--- config.mk ---
export PLATFORM = sky130hd
export DESIGN_NAME = eth_cfg_csr
export DESIGN_NICKNAME = d
export VERILOG_FILES = /design/src/rtl/eth_cfg_csr.sv
export SDC_FILE = /design/constraint.sdc
export NUM_CORES = 1
export LEC_CHECK = 0
export CAP_MARGIN = 15
export CORE_ASPECT_RATIO = 0.6
export CORE_MARGIN = 3
export CORE_UTILIZATION = 55
export DETAILED_ROUTE_END_ITERATION = 6
export PLACE_DENSITY_LB_ADDON = 0.08
export SYNTH_ARGS = -nofsm -noshare
export SYNTH_HDL_FRONTEND = slang
export SYNTH_SLANG_ARGS = --single-unit
--- constraint.sdc ---
create_clock -name clk -period 19.2 [get_ports clk]
set_input_delay 4.8 -clock clk [delete_from_list [all_inputs] [get_ports clk]]
set_output_delay 4.8 -clock clk [all_outputs]
set_load 0.01 [all_outputs]
--- src/rtl/eth_cfg_csr.sv ---
// eth_cfg_csr: AXI4-Lite configuration/status block for N_IFACES UDP stack
// instances. Each interface has MAC/IP/gateway/mask registers, an ARP-clear
// pulse, and saturating event counters driven by single-cycle strobes.
module eth_cfg_csr #(
   parameter int          N_IFACES     = 1,
   parameter int          N_EVT        = 13,
   parameter int          CNT_WIDTH    = 16,
   parameter int          ID_WIDTH     = 8,
   parameter int          ADDR_WIDTH   = 12,
   parameter logic [47:0] DEFAULT_MAC  = 48'h02_00_00_00_00_01,
   parameter logic [31:0] DEFAULT_IP   = 32'hC0A8_0001,
   parameter logic [31:0] DEFAULT_GW   = 32'hC0A8_00FE,
   parameter logic [31:0] DEFAULT_MASK = 32'hFFFF_FF00
) (
   input  logic                      clk,
   input  logic                      arst,
   input  logic                      i_awvalid,
   output logic                      o_awready,
   input  logic [ID_WIDTH-1:0]       i_awid,
   input  logic [ADDR_WIDTH-1:0]     i_awaddr,
   input  logic                      i_wvalid,
   output logic                      o_wready,
   input  logic [31:0]               i_wdata,
   input  logic [3:0]                i_wstrb,
   output logic                      o_bvalid,
   input  logic                      i_bready,
   output logic [ID_WIDTH-1:0]       o_bid,
   output logic [1:0]                o_bresp,
   input  logic                      i_arvalid,
   output logic                      o_arready,
   input  logic [ID_WIDTH-1:0]       i_arid,
   input  logic [ADDR_WIDTH-1:0]     i_araddr,
   output logic                      o_rvalid,
   input  logic                      i_rready,
   output logic [ID_WIDTH-1:0]       o_rid,
   output logic [31:0]               o_rdata,
   output logic [1:0]                o_rresp,
   output logic [48*N_IFACES-1:0]    o_local_mac,
   output logic [32*N_IFACES-1:0]    o_local_ip,
   output logic [32*N_IFACES-1:0]    o_gateway_ip,
   output logic [32*N_IFACES-1:0]    o_subnet_mask,
   output logic [N_IFACES-1:0]       o_clear_arp,
   input  logic [N_EVT*N_IFACES-1:0] i_evt
);

   localparam int             IDXW    = ADDR_WIDTH - 7;
   localparam logic [IDXW:0]  N_IF_L  = (IDXW+1)'(N_IFACES);
   localparam logic [5:0]     EVT_END = 6'(16 + N_EVT);
   localparam logic [1:0]     OKAY    = 2'b00;
   localparam logic [1:0]     SLVERR  = 2'b10;
   localparam logic [1:0]     DECERR  = 2'b11;

   // a = addr[ADDR_WIDTH-1:2]: interface index above bit 4, word offset in [4:0]
   function automatic logic [1:0] decode_resp(input logic [ADDR_WIDTH-3:0] a);
      logic [1:0] resp;
      resp = SLVERR;
      if ({1'b0, a[ADDR_WIDTH-3:5]} >= N_IF_L)
         resp = DECERR;
      else if (a[4:0] < 5'd6)
         resp = OKAY;
      else if ({1'b0, a[4:0]} >= 6'd16 && {1'b0, a[4:0]} < EVT_END)
         resp = OKAY;
      return resp;
   endfunction

   logic                r_live;
   logic                r_bvalid;
   logic [1:0]          r_bresp;
   logic [ID_WIDTH-1:0] r_bid;
   logic                r_rvalid;
   logic [1:0]          r_rresp;
   logic [ID_WIDTH-1:0] r_rid;
   logic [31:0]         r_rdata;

   logic [IDXW-1:0]     w_wr_idx;
   logic [IDXW-1:0]     w_rd_idx;
   logic [4:0]          w_wr_word;
   logic [4:0]          w_rd_word;
   logic [1:0]          w_wr_resp;
   logic [1:0]          w_rd_resp;
   logic                w_wr_fire;
   logic                w_wr_ok;
   logic                w_rd_fire;
   logic [31:0]         w_rd_data;
   logic [31:0]         w_if_rdata [N_IFACES];
   logic                w_unused;

   assign w_wr_idx  = i_awaddr[ADDR_WIDTH-1:7];
   assign w_rd_idx  = i_araddr[ADDR_WIDTH-1:7];
   assign w_wr_word = i_awaddr[6:2];
   assign w_rd_word = i_araddr[6:2];
   assign w_wr_resp = decode_resp(i_awaddr[ADDR_WIDTH-1:2]);
   assign w_rd_resp = decode_resp(i_araddr[ADDR_WIDTH-1:2]);
   assign w_unused  = &{1'b0, i_awaddr[1:0], i_araddr[1:0]};

   // AW and W are only taken together, and never while a B response waits
   assign o_awready = r_live & ~r_bvalid & i_awvalid & i_wvalid;
   assign o_wready  = o_awready;
   assign w_wr_fire = o_awready;
   assign w_wr_ok   = w_wr_fire && (w_wr_resp == OKAY);
   assign o_arready = r_live & ~r_rvalid;
   assign w_rd_fire = o_arready & i_arvalid;

   assign o_bvalid = r_bvalid;
   assign o_bresp  = r_bresp;
   assign o_bid    = r_bid;
   assign o_rvalid = r_rvalid;
   assign o_rresp  = r_rresp;
   assign o_rid    = r_rid;
   assign o_rdata  = r_rdata;

   // Holds both readies low until the first clock after reset release
   always_ff @(posedge clk or posedge arst) begin
      if (arst) r_live <= 1'b0;
      else      r_live <= 1'b1;
   end

   genvar gi;
   generate
      for (gi = 0; gi < N_IFACES; gi++) begin : g_if
         logic [47:0]          r_mac;
         logic [31:0]          r_ip;
         logic [31:0]          r_gw;
         logic [31:0]          r_mask;
         logic                 r_clr_arp;
         logic [CNT_WIDTH-1:0] r_cnt [N_EVT];
         logic                 w_sel;
         logic                 w_ctrl;
         logic                 w_cnt_clr;
         logic [31:0]          w_rdata;

         assign w_sel     = w_wr_ok && (w_wr_idx == IDXW'(gi));
         assign w_ctrl    = w_sel && (w_wr_word == 5'd5) && i_wstrb[0];
         assign w_cnt_clr = w_ctrl && i_wdata[1];

         // Byte-lane writes into the configuration registers
         always_ff @(posedge clk or posedge arst) begin
            if (arst) begin
               r_mac  <= DEFAULT_MAC;
               r_ip   <= DEFAULT_IP;
               r_gw   <= DEFAULT_GW;
               r_mask <= DEFAULT_MASK;
            end else if (w_sel) begin
               for (int b = 0; b < 4; b++) begin
                  if (i_wstrb[b]) begin
                     case (w_wr_word)
                        5'd0: r_mac[8*b +: 8] <= i_wdata[8*b +: 8];
                        5'd1: if (b < 2) r_mac[32+8*b +: 8] <= i_wdata[8*b +: 8];
                        5'd2: r_ip[8*b +: 8]   <= i_wdata[8*b +: 8];
                        5'd3: r_gw[8*b +: 8]   <= i_wdata[8*b +: 8];
                        5'd4: r_mask[8*b +: 8] <= i_wdata[8*b +: 8];
                        default: ;
                     endcase
                  end
               end
            end
         end

         // One-cycle ARP-clear pulse, aligned with the rise of bvalid
         always_ff @(posedge clk or posedge arst) begin
            if (arst) r_clr_arp <= 1'b0;
            else      r_clr_arp <= w_ctrl & i_wdata[0];
         end

         // Saturating event counters; a same-cycle clear beats an increment
         always_ff @(posedge clk or posedge arst) begin
            if (arst) begin
               for (int k = 0; k < N_EVT; k++) r_cnt[k] <= '0;
            end else begin
               for (int k = 0; k < N_EVT; k++) begin
                  if (w_cnt_clr)
                     r_cnt[k] <= '0;
                  else if (i_evt[N_EVT*gi + k] && (r_cnt[k] != '1))
                     r_cnt[k] <= r_cnt[k] + CNT_WIDTH'(1);
               end
            end
         end

         // Per-interface read word selection
         always_comb begin
            w_rdata = '0;
            case (w_rd_word)
               5'd0: w_rdata = r_mac[31:0];
               5'd1: w_rdata = {16'h0000, r_mac[47:32]};
               5'd2: w_rdata = r_ip;
               5'd3: w_rdata = r_gw;
               5'd4: w_rdata = r_mask;
               default: ;
            endcase
            for (int k = 0; k < N_EVT; k++)
               if (w_rd_word == 5'(16 + k)) w_rdata = 32'(r_cnt[k]);
         end

         assign w_if_rdata[gi]          = w_rdata;
         assign o_local_mac[48*gi +: 48]   = r_mac;
         assign o_local_ip[32*gi +: 32]    = r_ip;
         assign o_gateway_ip[32*gi +: 32]  = r_gw;
         assign o_subnet_mask[32*gi +: 32] = r_mask;
         assign o_clear_arp[gi]            = r_clr_arp;
      end
   endgenerate

   // Interface select for the read path
   always_comb begin
      w_rd_data = '0;
      for (int i = 0; i < N_IFACES; i++)
         if (w_rd_idx == IDXW'(i)) w_rd_data = w_if_rdata[i];
   end

   // Write response channel
   always_ff @(posedge clk or posedge arst) begin
      if (arst) begin
         r_bvalid <= 1'b0;
         r_bresp  <= 2'b00;
         r_bid    <= '0;
      end else if (w_wr_fire) begin
         r_bvalid <= 1'b1;
         r_bresp  <= w_wr_resp;
         r_bid    <= i_awid;
      end else if (i_bready) begin
         r_bvalid <= 1'b0;
      end
   end

   // Read data channel; payload is frozen while rvalid is high
   always_ff @(posedge clk or posedge arst) begin
      if (arst) begin
         r_rvalid <= 1'b0;
         r_rresp  <= 2'b00;
         r_rid    <= '0;
         r_rdata  <= '0;
      end else if (w_rd_fire) begin
         r_rvalid <= 1'b1;
         r_rresp  <= w_rd_resp;
         r_rid    <= i_arid;
         r_rdata  <= (w_rd_resp == OKAY) ? w_rd_data : 32'h0;
      end else if (i_rready) begin
         r_rvalid <= 1'b0;
      end
   end

endmodule

Word-level counts from Yosys, hierarchy flattened
Index checks and enable logic that the tools add are counted.

operators by class
  add/sub/neg operators = 13
  multipliers = 0
  div/mod/pow operators = 0
  order comparisons = 8
  equal/unequal tests = 35
  shifts and indexed selects = 0
  muxes and demuxes = 52
  bitwise operators = 8
  reductions and logical operators = 59

operators by type and width
  operator                                                                      number
  32-bit 2-to-1 mux                                                             15
  16-bit 2-to-1 mux                                                             26
  16-bit by 1-bit adder with 16-bit output, second input constant               13
  16-bit inequality test, second input constant                                 13
  32-bit one-hot mux with 5 select lines                                        1
  5-bit equality test, second input constant                                    13
  3-bit AND reduction                                                           18
  2-bit nonzero test                                                            15
  5-bit by 2-bit equality test with 1-bit output, second input constant         4
  1-bit logical AND                                                             20
  5-bit zero test                                                               4
  5-bit by 3-bit equality test with 1-bit output, second input constant         3
  2-bit 2-to-1 mux                                                              6
  5-bit by 1-bit equality test with 1-bit output, second input constant         2
  5-bit by 1-bit >= comparator with 1-bit output, second input constant         2
  5-bit >= comparator, second input constant                                    2
  5-bit by 3-bit less-than comparator with 1-bit output, second input constant  2
  5-bit less-than comparator, second input constant                             2
  1-bit bitwise AND                                                             6
  2-bit zero test                                                               2
  1-bit 2-to-1 mux                                                              4
  1-bit NOT                                                                     2

word-level totals
  register bits = 408
  latch bits = 0
  memory bits (writable) = 0
  memory bits (read-only) = 0
  bits of input ports = 96
  output and inout bits = 202
  word-level logic and storage cells = 215
  memories = 0

Longest topological paths before layout
  depth after elaboration = 17
  gate-level depth with buffers = 10
  mapped depth without buffers = 7

Least setup slack after synthesis
Ideal clock, no wire load.

  path type = in2out
  start point = input port i_wvalid
  end point = output port o_wready
  arrival time = 5.568 ns
  data required time = 14.400 ns
  setup slack = 8.832 ns
  stages = 4
  buffers on the path = 2
  cell sequence = nand4_4 inv_2 clkbuf_1 buf_4

between the ends
  longest elaborated chain between the ends = 1

ends and longest elaborated chain
  what                RTL line  RTL
  start: declaration  21        input logic i_wvalid,
  1-bit bitwise AND   97        assign o_awready = r_live & ~r_bvalid & i_awvalid & i_wvalid;
  end: declaration    22        output logic o_wready,

Every way passes these cells.

Final worst setup path
  start point = input port i_wvalid
  end point = output port o_awready

between the ends
  longest elaborated chain between the ends = 1

ends and longest elaborated chain
  what               RTL line  RTL
  1-bit bitwise AND  97
  end: declaration   18        output logic o_awready,

Every way passes these cells.

==> flow_summary_export.csv <==
group,metric,value,unit
placement,portBuffers,293,
grt,use_met3,12.7,%
setup_path,crit_path_top_delay_cell,"clkdlybuf4s50_1",
power_and_ir_drop,p_leak,11.1,nW
floorplanning,die_h,160,um
finish,stdcell_count,2925,
power_and_ir_drop,power.switching,0.000716,W
clock_tree,cts_sinks,408,
yosys,synth_ff_type,"dfrtp_1",
setup_path,cp.required,14.40,ns
clock_tree,clkLatencyLatePin,0.55,ns
setup_path,ff2ff_path_depth,6,
power_and_ir_drop,p_clk_share,34.4,%
floorplanning,io_pins,298,
clock_tree,cts.clk_slew.worst_paths,0.06,ns
grt,grt_pass1_vias,17300,
floorplanning,start_util,56.6,%
yosys,syn_inst,2138,
floorplanning,die_area,42000,um2
routing,drc_errors,0,
sta,rsz0062_at_grt,"no",
power_and_ir_drop,sw_frac_of_total,31.3,%
placement,gp_congestion,1.01,
finish,antennaDiodeCount,0,
grt,top_usage_layer,"met1",
yosys,synth_seq_area_share,47.3,%
worst_hold_path,holdPathEnd,"o_bid[3]",
yosys,synth.avg_cell_area,10.2,um2
sta,fin_crit,11.19,ns
finish,area_growth,20.0,%
setup_path,crit_chain,"clkdlybuf4s50_1 > nand4_4 > inv_2 > clkdlybuf4s50_1",
placement,pre_cts_ws,8.00,ns
grt,met1_usage,50.2,%
sta,max-slew-margin-rel,17.7,%
yosys,synth.distinct_cells,89,
finish,fin_nets,2494,
worst_hold_path,hold_class,"reg2reg",
placement,hpwlAfterDp,52.4,mm
power_and_ir_drop,p_seq_share,49.0,%
setup_path,crit_buf_inv,3,
floorplanning,die_w,262,um
routing,vias,18300,
outcome,status,"complete, no violations",
sta,period_share,58.3,%
setup_path,cp_max_fo,14,
sta,hold_violations,0,
sta,fin_worst_skew,0.0101,ns
setup_path,crit_path_start_kind,"input pin",
power_and_ir_drop,comb_power_share,16.6,%
flow_run,maxCapViolations,0,
floorplanning,core_area,38300,um2
sta,finalSetupViolations,0,
routing,ant_nets,0,
clock_tree,numCtsBuffers,39,
power_and_ir_drop,peakVddDrop,0.0577,mV
clock_tree,ctsHoldBuffers,0,
routing,drt_iter0_drc,2341,
grt,grt-ovfl-total,0,
clock_tree,clockRootBuffer,"clkbuf_16",
setup_path,cp.arrival,6.39,ns
finish,final_area,26000,um2
worst_hold_path,hold_depth,2,
grt,grt_use_total,33.8,%
floorplanning,num_rows,55,
setup_path,critPathMostFrequentCell,"clkdlybuf4s50_1",
setup_path,reg2reg_to,"o_rdata[7]",
routing,firstDrtPassIters,6,
sta,setup_tns,0,ns
setup_path,worst-setup-path-type,"in2out",
sta,slew_violations,0,
clock_tree,postCtsResizedCells,0,
yosys,syn-cell-area,21700,um2
clock_tree,post-cts-setup-buffers,0,
routing,viasPerCell,6.24,
clock_tree,cts.path.max_buffers,3,
routing,wl,72.1,mm
sta,worst_pin_slew,1.23,ns
finish,layout-drive-gt1-share,13.5,%
yosys,synth-async-reset-ratio,100,%
grt,met2_usage,46.6,%
finish,fillers,2987,
yosys,synth_edf_count,0,
sta,fmax,89.4,MHz
grt,grt_pass1_wl,110,mm
placement,dp_cells,2856,
grt,antenna_found_initial,2,
grt,grt_max_degree,125,
yosys,yosys_warnings,0,
yosys,synth_top_cell_by_area,"dfrtp_1",
sta,timing.final.ws_setup,8.01,ns
clock_tree,cts_tree,"done",
routing,wl_per_cell,24.6,um
power_and_ir_drop,power_density,87.8,nW/um2
clock_tree,h-tree-depth,2,
setup_path,critical-path-top-delay-family,"buffers and inverters",
setup_path,slowest_delay,0.60,ns
setup_path,ff2ff_setup_slack,15.92,ns
worst_hold_path,min_from,"o_bid[3]",
yosys,syn_nets,2247,
yosys,synth_top_area_share,42.0,%
power_and_ir_drop,fin_total_pwr,0.00229,W
yosys,synthTopCellsByArea,"dfrtp_1 42%, mux2_2 7.6%, nor2_1 5.9%, dfstp_2 5.3%, xnor2_1 4.0%",
yosys,ys_ff_latch,408,
placement,placed_cell_area,24800,um2
setup_path,r2r_start,"o_rvalid",
setup_path,critPathCaptureType,"primary output",
power_and_ir_drop,p_int,0.00157,W
through the flow:
stage | util, % | hold slack [ns]
global route | 67.9 | 0.508
global placement | 64.6 | 0.462
floorplan | - | 0.510
finish | 67.9 | 0.480
CTS | 67.9 | 0.484
detailed placement | 64.6 | 0.467
layout make-up:
type                       instances  area (um2)  share of cell area [%]
clock buffer                      59        1130                    4.34
clock inverter                     9         124                   0.476
inverter                          31         124                   0.476
multi-input combinational       1593       10700                    41.1
sequential                       408       10300                    39.4
tap                              513         642                    2.47
timing repair buffer             312        3060                    11.7
worst max path at each step:
| stage | endpoint | startpoint | slack (ns) | cells past startpoint |
|---|---|---|---|---|
| 6_report | o_awready | i_wvalid | 8.01 | 4 |
| 5_1_grt | o_awready | i_wvalid | 7.95 | 4 |
| 4_1_cts | o_awready | i_wvalid | 8.00 | 4 |
| 3_5_place_dp | o_awready | i_wvalid | 8.00 | 4 |
| 3_3_place_gp | o_wready | i_wvalid | 8.03 | 4 |
| 2_1_floorplan | g_if[0].r_cnt[0] | arst | 3.12 | 1 |
flip-flops by register name (all words and copies together) (netlist names):
register / count
g_if.r_cnt: 208
o_local_mac: 48
o_gateway_ip: 32
o_local_ip: 32
o_rdata: 32
o_subnet_mask: 32
o_bid: 8
o_rid: 8
o_bresp: 2
o_rresp: 2
o_bvalid: 1
o_clear_arp: 1
o_rvalid: 1
r_live: 1
tightest hold or removal path: stages, from the launching register on:
cell	delay (ns)
dfrtp_1	0.34
nand2_1	0.05
nand2_1	0.05
cell families (layout without fill, tap and decap cells):
kind of cell	after synthesis	count (layout)	share of synthesized area (%)
AOI/OAI and AO/OA	338	338	11.3
and+or+nand+nor	856	856	19.4
DFF	408	408	47.3
xor gates and xnor gates	186	186	7.50
adders and majority gates	13	13	0.749
other	1	1	0.0173
muxes	199	199	10.2
buffers and inverters	137	411	3.50
synthesized netlist by cell type (6+ instances only):
| cell type | n |
|---|---|
| nand2_1 | 191 |
| buf_2 | 43 |
| nand2b_1 | 11 |
| nor4_1 | 11 |
| nor2b_1 | 9 |
| a221o_1 | 35 |
| o211ai_1 | 10 |
| xor2_1 | 88 |
| ha_1 | 13 |
| a22o_1 | 15 |
| a31oi_1 | 6 |
| nor2_1 | 340 |
| buf_4 | 21 |
| clkbuf_1 | 24 |
| xnor2_1 | 98 |
| nor3_1 | 36 |
| nand4_1 | 51 |
| o2111ai_1 | 7 |
| nand3b_1 | 8 |
| o21ai_1 | 14 |
| o22ai_1 | 39 |
| mux2_2 | 147 |
| a22oi_1 | 15 |
| and3_1 | 34 |
| a21oi_1 | 43 |
| dfrtp_1 | 364 |
| a211oi_1 | 18 |
| o21a_1 | 8 |
| mux2i_1 | 44 |
| mux2_4 | 8 |
| nand3_4 | 9 |
| nand3_1 | 86 |
| dfstp_2 | 44 |
| inv_1 | 29 |
| a221oi_1 | 20 |
| buf_6 | 15 |
| a31o_1 | 11 |
| o21ai_0 | 60 |
| and4_1 | 22 |
cells in the final DEF (no fill, tap or decap), types with 35 or more instances in the layout:
cell type        instances
a21oi_1                 43
a221o_1                 35
clkbuf_16               39
clkdlybuf4s50_1        290
dfrtp_1                364
dfstp_2                 44
mux2_2                 147
mux2i_1                 44
nand2_1                191
nand3_1                 86
nand4_1                 51
nor2_1                 340
nor3_1                  35
o21ai_0                 60
o22ai_1                 39
xnor2_1                 98
xor2_1                  88
per-layer routing:
layer	wire, um	vias to the layer above
li1	-	8124
met1	32000	9107
met2	29700	900
met3	8650	129
met4	1710	4
met5	21	-
power groups by stage:
| stage | Combinational (W) | Clock, W | Sequential [W] |
|---|---|---|---|
| finish | 0.000379 | 0.000787 | 0.00112 |
| global placement | 0.000357 | 0 | 0.00112 |
| floorplan | 0.000260 | 0 | 0.00107 |
| detailed placement | 0.000370 | 0 | 0.00113 |
| CTS | 0.000374 | 0.000794 | 0.00111 |
| global route | 0.000423 | 0.000832 | 0.00113 |
No activity file was read; power rests on OpenSTA's default activity.
